<file path="src/rtl/vector_packer.sv">
// vector_packer: serial-to-parallel lane packer feeding adder_tree.
// Collects one DWIDTH sample per valid cycle into a NUM_INPUTS-lane vector and
// emits it as a one-cycle pulse, either when full or when flushed (zero-padded).
module vector_packer #(
  parameter int NUM_INPUTS = 16,
  parameter int DWIDTH     = 8
) (
  input  logic                             clk,
  input  logic                             rst_n,
  input  logic [DWIDTH-1:0]                i_dat,
  input  logic                             i_dat_valid,
  input  logic                             i_flush,
  output logic [NUM_INPUTS*DWIDTH-1:0]     o_dat_vector,
  output logic                             o_dat_valid,
  output logic                             o_dat_padded,
  output logic [$clog2(NUM_INPUTS):0]      o_fill
);

  localparam int CW = $clog2(NUM_INPUTS);
  localparam logic [CW-1:0] LAST_LANE = CW'(NUM_INPUTS - 1);

  logic [CW-1:0]                cnt;
  logic [NUM_INPUTS*DWIDTH-1:0] asm_q;
  logic [NUM_INPUTS*DWIDTH-1:0] asm_d;
  logic                         complete;
  logic                         flush_emit;
  logic                         emit;

  // Merge the incoming sample into its lane and decide whether this cycle emits.
  // Unfilled lanes are already zero because the assembly register is cleared on
  // every emit, so a flush needs no explicit masking.
  always_comb begin
    asm_d      = asm_q;
    complete   = 1'b0;
    flush_emit = 1'b0;
    if (i_dat_valid) begin
      asm_d[cnt*DWIDTH +: DWIDTH] = i_dat;
      complete = (cnt == LAST_LANE);
    end
    flush_emit = i_flush && ((cnt != '0) || i_dat_valid);
    emit       = complete || flush_emit;
  end

  // Lane counter, assembly register and registered output bundle.
  always_ff @(posedge clk or negedge rst_n) begin
    if (!rst_n) begin
      cnt          <= '0;
      asm_q        <= '0;
      o_dat_vector <= '0;
      o_dat_valid  <= 1'b0;
      o_dat_padded <= 1'b0;
    end else begin
      o_dat_valid  <= emit;
      o_dat_padded <= flush_emit && !complete;
      if (emit) begin
        o_dat_vector <= asm_d;
        asm_q        <= '0;
        cnt          <= '0;
      end else begin
        asm_q <= asm_d;
        if (i_dat_valid) begin
          cnt <= cnt + 1'b1;
        end
      end
    end
  end

  assign o_fill = {1'b0, cnt};

endmodule

</file>
<file path="config.mk">
export PLATFORM = sky130hd
export DESIGN_NAME = vector_packer
export DESIGN_NICKNAME = d
export VERILOG_FILES = /design/src/rtl/vector_packer.sv
export SDC_FILE = /design/constraint.sdc
export NUM_CORES = 1
export LEC_CHECK = 0
export CORE_ASPECT_RATIO = 1.25
export CORE_MARGIN = 2
export CORE_UTILIZATION = 54
export DETAILED_ROUTE_END_ITERATION = 8
export PLACE_DENSITY_LB_ADDON = 0.25
export REMOVE_ABC_BUFFERS = 1
export SLEW_MARGIN = 20
export SYNTH_ARGS = -nofsm -noshare
export SYNTH_HDL_FRONTEND = slang
export SYNTH_SLANG_ARGS = --single-unit
</file>
<file path="constraint.sdc">
create_clock -name clk -period 3.9 [get_ports clk]
set_clock_uncertainty 0.15 [all_clocks]
set_input_delay 0.39 -clock clk [delete_from_list [all_inputs] [get_ports clk]]
set_output_delay 0.39 -clock clk [all_outputs]
set_load 0.05 [all_outputs]
</file>
[Yosys cells after proc, flatten, opt, wreduce, memory -nomap -nowiden]
Cells that the tools add are included.
Word-level totals
  flip-flop bits (word level): 262
  output and inout bits: 135
  logic and storage cells: 23
  input port bits: 12
Operators by class
  reduce and logical (&&, ||, !) cells: 7
  shift operators: 2
  multiplexer cells: 6
  equality and inequality tests: 1
  $add $sub $neg: 2
Operators with widths (count)
  two-way mux 128 bit: 2
  bitwise mux 128 bit: 1
  variable shift 8 x 34 -> 128 bit, first input constant: 1
  variable part select 8 x 34 -> 128 bit: 1
  negator 7 -> 34 bit: 1
  two-way mux 4 bit: 2
  adder 4 x 1 -> 4 bit, second input constant: 1
  equality test 4 bit, second input constant: 1
  nonzero test 4 bit: 1
  logical AND 1 bit: 2
  logical OR 1 bit: 2
  nonzero test 2 bit: 1
  zero test 1 bit: 1
  two-way mux 1 bit: 1

[Depth between registers and ports, before layout]
  depth after elaboration: 5
  depth in mapped cells: 12
  depth with buffers taken out: 7

[Worst setup path before layout]
OpenSTA, ideal clock, no wires.
  kind: flip-flop to flip-flop
  from: register cnt[0]
  to: register o_dat_vector[80]
  setup slack: 633 ps
  library setup time: 137 ps
  arrival: 2980 ps
  cell stages (with the launch flop): 10
  cell sequence: dfrtp_1 buf_2 clkbuf_1 nor3_1 ha_1 and2b_2 nand2_2 nor4_4 mux2i_1 a21oi_1
Between the ends
  cells in the longest elaborated chain, start to end: 4
  elaborated cells between the ends (all ways): 11
  those cells by class: 1 x add/sub; 1 x eq/ne; 2 x shift; 3 x mux; 4 x reduce/logical
RTL lines
  from (decl): RTL line 22  | logic [CW-1:0] cnt;
  from (signal assigned): RTL line 62  | cnt <= cnt + 1'b1;
  negator 7 -> 34 bit or nonzero test 4 bit (tied branches): RTL line 37, 40
  variable part select 8 x 34 -> 128 bit (tied with other cells): RTL line 37  | asm_d[cnt*DWIDTH +: DWIDTH] = i_dat;
  bitwise mux 128 bit or logical AND 1 bit (tied branches): RTL line 37, 40
  two-way mux 128 bit or logical OR 1 bit (tied branches): RTL line 36, 41
  to (signal assigned): RTL line 56  | o_dat_vector <= asm_d;
  to (decl): RTL line 13  | output logic [NUM_INPUTS*DWIDTH-1:0] o_dat_vector,
Several ways; a longest one is shown, not always the timed one.
A chain may end at the register's enable or synchronous reset.

[Final worst setup path]
  from: register cnt[1]
  to: register o_dat_vector[0]
Same word-level chain as after synthesis.

==> metrics.txt <==
outcome=complete, no violations; final WL=22620 um; crit path buf inv count=2; Worst Max-Slew Pin Slew=0.9204 ns; DR iter-0 viols=444; synth warn=0; CTS root buf=clkbuf_16; Final Cycle Share=76.38%; cell count after synthesis=956; TritonCTS buffer count=24; worst r2r path cells=8; DIE WIDTH=128.6 um; CTS max path bufs=3; die area=20540 um^2; # setup viols final=0; Core Area=18920 um^2; CP Launch Type=flip-flop; DR pass1 iterations=5; post-synth cell types=39; clock sink count=262; DRT antenna net count=0; clock latency on the worst-skew pair=0.50 ns; vias per cell=5.333; Lkg Pwr=5.908 nW; Worst-path clk slew=0.06 ns; simple-gate share of the synthesized area=14.45%; crit path kind=flip-flop to flip-flop; post-synthesis adder-cell area fraction=0.5971%; setup_tns=0 ns; XOR/XNOR Fraction of Synth Area=0.4180%; Util after Layout=68.77%; Fin. Hold Viols=0; I/O pins=147; CP Depth=8; worst hold path depth=2; largest fanout on the critical path=60; synthesized cell area=10480 um^2; CTS tree=yes; commonest non-fill, non-tap cells in the layout=297 x nor2_1, 262 x dfrtp_1, 144 x clkdlybuf4s50_1, 129 x mux2i_1, 126 x a21oi_1; Synth Register Bits=262; max_cap viols=0; Cell Pwr Density=897.2 nW/um^2; Layout area overhead=24.17%; area fraction in compound gates after synthesis=6.866%; gr usage total=21.90%; hold slack final=0.3631 ns; CP cell instances=inv_1 -> ha_1 -> nand2b_1 -> o21ai_0 -> nand3_4 -> buf_12 -> nor2_1 -> a21oi_1; post-CTS resize count=0; Slew HR=38.64%; initial antenna violation count=0; Crit path max-delay family=simple AND/OR/NAND/NOR gates; Layout Nets=1103; # diodes=0; dpl hpwl=14790 um; DRC=0; Crit path required time=4.12 ns; slowest CP cell=nand3_4; number of global-route vias before repair=6887; DR WL/cell=16.93 um; Final Slew Violations=0; # port buffers=145; routability cong.=0.8002; CTS H-Tree Depth=1; Die Height=159.7 um; commonest non-fill, non-tap cell in the layout=nor2_1; FMAX=335.7 MHz; largest family of logic cells by synthesized area=simple AND/OR/NAND/NOR gates; RSZ-0062 raised after global routing=false; share of post-route cells with drive strength above 1=6.612%; # rows=56; routed via count=7125; CP peak stage delay=0.60 ns; Tmin final=2.979 ns; critical path endpoint category=flip-flop; hold crit path type=flip-flop to flip-flop; average size of a mapped cell=10.96 um^2; Layout fillers=1450; multiplexer area fraction after synthesis=12.32%; Max IR drop VDD=684.5 uV; pin count of the biggest net entering global routing=126; R2R Setup Slk=0.92 ns; data arrival time of the worst path=3.20 ns; global-route wire length before repair=35950 um; post-synthesis sequential area ratio=62.57%; GRT Residual Overflow=0; initial core utilization=55.38%
==> final cells by class <==
type,instances,area (um^2),share of cell area [%]
clock buffer,38,734.5,5.645
clock inverter,6,85.08,0.6540
inverter,3,11.26,0.08655
multi-input combinational,634,3654,28.08
sequential,262,6556,50.39
tap,232,290.3,2.231
timing repair buffer,161,1679,12.91
==> sequential cells by signal (all words and copies together) (netlist names) <==
register / cells
asm_q: 128
o_dat_vector: 128
cnt: 4
o_dat_padded: 1
o_dat_valid: 1
==> worst min-delay path, stage by stage (launching register included) <==
cell and delay (ns):
dfrtp_1 0.32, mux2i_1 0.07, nor2_1 0.08
==> cells by family (layout without fill, tap and decap cells) <==
group / count (synthesis) / count (layout)
multiplexers: 129 / 129
buffers and inverters: 60 / 208
AO/OA/AOI/OAI: 137 / 137
flip-flops: 262 / 262
XOR/XNOR: 5 / 5
AND/OR/NAND/NOR: 357 / 357
adder cells (fa/ha/maj): 5 / 5
other: 1 / 1
==> synthesized netlist by cell type <==
library cell	count	area, um^2
nor2_1	297	1115
dfrtp_1	262	6556
mux2i_1	129	1291
a21oi_1	126	630.6
clkbuf_1	26	97.59
buf_2	22	110.1
nand2b_1	10	62.56
and2_1	9	56.30
and3_1	8	50.05
nor2_2	8	50.05
nand2_1	6	22.52
ha_1	5	62.56
a21oi_2	4	35.03
nand3_1	4	20.02
buf_1	3	11.26
buf_4	3	22.52
buf_6	3	33.78
inv_1	3	11.26
nand4_1	3	18.77
xnor2_1	3	26.28
nor3_4	2	32.53
or3_1	2	12.51
xor2_1	2	17.52
a2111o_1	1	11.26
a21o_1	1	7.510
and2b_2	1	8.760
conb_1	1	3.750
nand2_2	1	6.260
nand4b_1	1	8.760
nor3_1	1	5.000
nor3b_1	1	7.510
nor4_4	1	21.27
nor4bb_1	1	10.01
o21a_1	1	7.510
o21ai_0	1	5.000
o21ai_1	1	5.000
o21bai_1	1	7.510
o311a_1	1	10.01
or2_2	1	6.260
==> metal layers <==
layer  part of all wire (%)  GRT usage [%]
met1                     44          29.94
met2                     51          37.62
met3                    3.8          2.915
met4                    1.7          4.891
met5                      0              0
==> power breakdown <==
| part | leakage (nW) | switching (W) | total, W | internal, W |
|---|---|---|---|---|
| Clock | 0.396 | 0.000980 | 0.00241 | 0.00143 |
| Sequential | 3.44 | 0.000427 | 0.00381 | 0.00339 |
| Combinational | 2.07 | 0.00378 | 0.00546 | 0.00167 |
==> through the flow <==
stage	instances	power [W]	instance area, um^2	setup slack (ns)
detailed placement	1291	0.009323	12180	0.9474
global route	1336	0.01219	13010	0.7189
global placement	1291	0.009263	12180	1.036
floorplan	899	0.006672	10200	-6.693
finish	1336	0.01167	13010	0.9213
CTS	1336	0.01176	13010	0.9224
==> worst paths after layout <==
check | from | to
min | asm_q[42]$_DFF_PN0_ | asm_q[42]$_DFF_PN0_
max in group asynchronous | rst_n | o_dat_valid$_DFF_PN0_
max | cnt[1]$_DFFE_PN0P_ | o_dat_vector[0]$_DFFE_PN0N_
max reg2reg | cnt[1]$_DFFE_PN0P_ | o_dat_vector[0]$_DFFE_PN0N_
min reg2reg | asm_q[42]$_DFF_PN0_ | asm_q[42]$_DFF_PN0_
min in group asynchronous | rst_n | o_dat_vector[60]$_DFFE_PN0N_
==> repair_timing <==
item                      CTS  global route
hold endpoints to repair  122             0
buffers inserted            0             0
hold buffers                1             0
Note: power is estimated with default switching activity, not from simulation.
==> RTL edit 1: new RTL, same flow settings <==
Change the parameter `DWIDTH` from 8 to 6.
--- a/src/rtl/vector_packer.sv
+++ b/src/rtl/vector_packer.sv
@@ -3,7 +3,7 @@
 // emits it as a one-cycle pulse, either when full or when flushed (zero-padded).
 module vector_packer #(
   parameter int NUM_INPUTS = 16,
-  parameter int DWIDTH     = 8
+  parameter int DWIDTH     = 6
 ) (
   input  logic                             clk,
   input  logic                             rst_n,
Ports: changed (resized i_dat and o_dat_vector); port bits go from 147 to 113. No check against the original RTL was run, so the function may have changed too.
==> RTL edit 1 against the original RTL <==
- synthesized area decreased by 3.9%
- die area decreased by 3.8%
- setup slack got worse by 670 ps
- power decreased by 20%
- routed wire length increased by 23%
- via count increased by 22%
- first-iteration DRC count increased by 82%
- final area decreased by 4.9%
- combinational power decreased by 3%
- fmax decreased by 18%
- sequential share of layout area decreased by 10 points
- sequential cell count decreased by 64
- largest cell class unchanged
==> RTL edit 1: results <==
[global_routing]
grtUsageTotal_pct = 29.0
grt_pass1_wl_um = 45600
grt_util_met1_pct = 37.5
grt_use_met3_pct = 4.65
grt_max_degree = 165

[worst_setup_path]
crit_family = adder cells
r2r_slack_ps = 250
cp_slowest_stage_delay_ps = 430
worstPathArrival_ps = 3810
endpoint = o_dat_vector[94]
critical-path-slowest-cell = fa_2
cp_max_fo = 6

[drt]
drt_iter0_markers = 810
drt_wl_total_um = 27900
vias_per_cell = 6.09
vias = 8684

[placed_design]
dp_slack_ps = 115
dp_cells = 1392
io_buffers = 111
place_hpwl_um = 19300
place_area_mm2 = 0.0117

[min_path]
hp-start = o_dat_vector[66]

[pwr]
p_switching_mw = 4.60
leakage_nw = 5.31

[yosys]
synthMuxAreaShare_pct = 7.41
synth_xor_area_share_pct = 1.40
yosys.area_share.adder_pct = 1.32
synth_cell_types = 80
synthTopCellsByArea = dfrtp_1 49%, mux2i_1 7.0%, nand2_1 4.8%, o21ai_0 4.0%, nor2_1 3.8%
synth_seq_area_share_pct = 49.2

[run_status]
status = finished, final reports clean

[clock_network]
path_clk_slew_ps = 80
ctsHtreeMaxLevel = 4
insertion_delay_ps = 430

[layout]
reg.largest.list = asm_q (96), o_dat_vector (96), cnt (4)
drive_above_1_share_pct = 11.6
nNetsFinal = 1204

[sta]
relSlewSlack_pct = 40.0
RTL edit 1: changes by cell type after synthesis, sizes merged, moves of 42 or more:
cell / before / now
nand2: 7 / 128
dfrtp: 262 / 198
mux2i: 129 / 70
nor2: 305 / 103
o21ai: 2 / 100
nor3: 3 / 51
nand3: 4 / 46
a21oi: 130 / 58
RTL edit 1: worst register-to-register path: cells and delay by family, from the launching register on:
family | cells | cell delay [ps]
buffers and inverters | 3 | 510
AND/OR/NAND/NOR | 4 | 900
flip-flops | 1 | 420
multiplexers | 1 | 260
AO/OA/AOI/OAI | 2 | 340
adder cells (fa/ha/maj) | 3 | 960
RTL edit 1: area by class of cell:
type	instances	area [µm²]
inverters	9	36.3
flip-flops and latches	198	4950
repair buffers	177	1660
well taps	228	285
clock inverters	14	155
clock buffers	18	439
multi-input cells	781	4840
fillers	1418	5800
RTL edit 1: what timing repair did:
item                                   CTS  global route
gates resized for setup                  0             6
hold buffers                             1             0
setup endpoints to repair                0            81
endpoints found under the hold margin  103             0
==> RTL edit 2: new RTL, same flow settings <==
Without the edit above. Add an input register stage for `i_dat`, `i_dat_valid` and `i_flush`, with the module's reset; this delays them by one clock.
--- a/src/rtl/vector_packer.sv
+++ b/src/rtl/vector_packer.sv
@@ -19,6 +19,22 @@
   localparam int CW = $clog2(NUM_INPUTS);
   localparam logic [CW-1:0] LAST_LANE = CW'(NUM_INPUTS - 1);
 
+  logic [DWIDTH-1:0] i_dat_q;
+  logic i_dat_valid_q;
+  logic i_flush_q;
+
+  always_ff @(posedge clk or negedge rst_n) begin
+    if (!rst_n) begin
+      i_dat_q       <= '0;
+      i_dat_valid_q <= '0;
+      i_flush_q     <= '0;
+    end else begin
+      i_dat_q       <= i_dat;
+      i_dat_valid_q <= i_dat_valid;
+      i_flush_q     <= i_flush;
+    end
+  end
+
   logic [CW-1:0]                cnt;
   logic [NUM_INPUTS*DWIDTH-1:0] asm_q;
   logic [NUM_INPUTS*DWIDTH-1:0] asm_d;
@@ -33,11 +49,11 @@
     asm_d      = asm_q;
     complete   = 1'b0;
     flush_emit = 1'b0;
-    if (i_dat_valid) begin
-      asm_d[cnt*DWIDTH +: DWIDTH] = i_dat;
+    if (i_dat_valid_q) begin
+      asm_d[cnt*DWIDTH +: DWIDTH] = i_dat_q;
       complete = (cnt == LAST_LANE);
     end
-    flush_emit = i_flush && ((cnt != '0) || i_dat_valid);
+    flush_emit = i_flush_q && ((cnt != '0) || i_dat_valid_q);
     emit       = complete || flush_emit;
   end
 
@@ -58,7 +74,7 @@
         cnt          <= '0;
       end else begin
         asm_q <= asm_d;
-        if (i_dat_valid) begin
+        if (i_dat_valid_q) begin
           cnt <= cnt + 1'b1;
         end
       end
Behaviour: not the same (Yosys sat finds a counterexample within 4 cycles, from zero or initial values and one cycle with rst_n low).
==> RTL edit 2 against the original RTL <==
- global-route usage increased by 1.4 points
- final area increased by 2.9%
- sequential cell count increased by 10
- setup slack lost 360 ps
- sequential power fell by 10%
- cell count up 6.1%
- routed wire length increased by 6.5%
- critical path type unchanged
- power fell by 23%
- via count up 8.4%
- synthesized area up 3.4%
==> RTL edit 2: results <==
[run_status]
status = finished, final reports clean

[worst_setup_path]
cp_max_fo = 34

[drt]
wirelength_met1_um = 10600
vias_per_cell = 5.45
drt_iter0_markers = 490
drt_wl_total_um = 24100
met2_length_um = 11800
wl_met3_um = 1360

[global_routing]
grtUsageTotal_pct = 23.3
grt_use_met3_pct = 4.86
grt_pass1_wl_um = 39200
use_met2_pct = 37.4
grt_max_degree = 198
grt_pass1_vias = 7453

[min_path]
holdCritPathClass = in -> reg

[layout]
n_fill_cell = 1543
nNetsFinal = 1154
drive_above_1_share_pct = 5.72
reg.largest.list = asm_q (128), o_dat_vector (128), i_dat_q (8)
nMultiInputCombCells = 672
seq_share_pct = 50.8

[yosys]
synthTopCellsByArea = dfrtp_1 63%, nor2_1 8.2%, mux2i_1 7.5%, a21oi_1 6.0%, a31oi_1 1.9%
synth_seq_area_share_pct = 62.8

[clock_network]
numCtsBuffers = 26

[pwr]
p_seq_mw = 3.42
p_sw_share_pct = 37.7
power.density_mw_per_mm2 = 672

[sta]
relSlewSlack_pct = 32.4

[placed_design]
gp_congestion = 0.891
-- RTL edit 2: cell types whose count changed after synthesis, sizes merged, moves of 10 or more --
cell    delta
nand3     +31
a31oi     +33
o21ai     +32
mux2i     -48
nor2      -65
clkbuf    +22
a22oi     +16
buf       -10
nor3      +26
dfrtp     +10
-- RTL edit 2: path summary, 6_finish.rpt --
| path | slack (ps) | end | start | cells past startpoint |
|---|---|---|---|---|
| worst max-delay path | 560 | o_dat_vector[21] | cnt[0] | 7 |
| worst min-delay path | 150 | i_dat_q[1] | i_dat[1] | 1 |
| worst max register to register | 560 | o_dat_vector[21] | cnt[0] | 7 |
| worst min register to register | 370 | asm_q[116] | asm_q[116] | 2 |
| max in group asynchronous | 2270 | asm_q[73] | rst_n | 3 |
| min in group asynchronous | 380 | o_dat_vector[88] | rst_n | 2 |
-- RTL edit 2: what timing repair did --
item,in CTS,in global routing
endpoints found under the setup margin,0,0
hold buffers,1,0
setup buffers,0,0
endpoints found under the hold margin,120,0
-- RTL edit 2: critical path, cell delays in order, from the launching register on --
cell and delay [ps]:
dfrtp_1 610, clkinv_1 350, ha_1 530, buf_4 350
nor4bb_1 450, nand2_1 280, o21ai_0 330, a31oi_1 120
-- RTL edit 2: cell families (layout without fill, tap and decap cells) --
logic type / after synthesis / count (layout) / share of synthesized area [%]
and+or+nand+nor: 357 / 357 / 14.3
DFF: 272 / 272 / 62.8
AOI/OAI and AO/OA: 224 / 224 / 11.7
muxes: 81 / 81 / 7.48
buffers and inverters: 73 / 209 / 2.76
adders and majority gates: 5 / 5 / 0.577
xor gates and xnor gates: 4 / 4 / 0.323
other: 1 / 1 / 0.0346
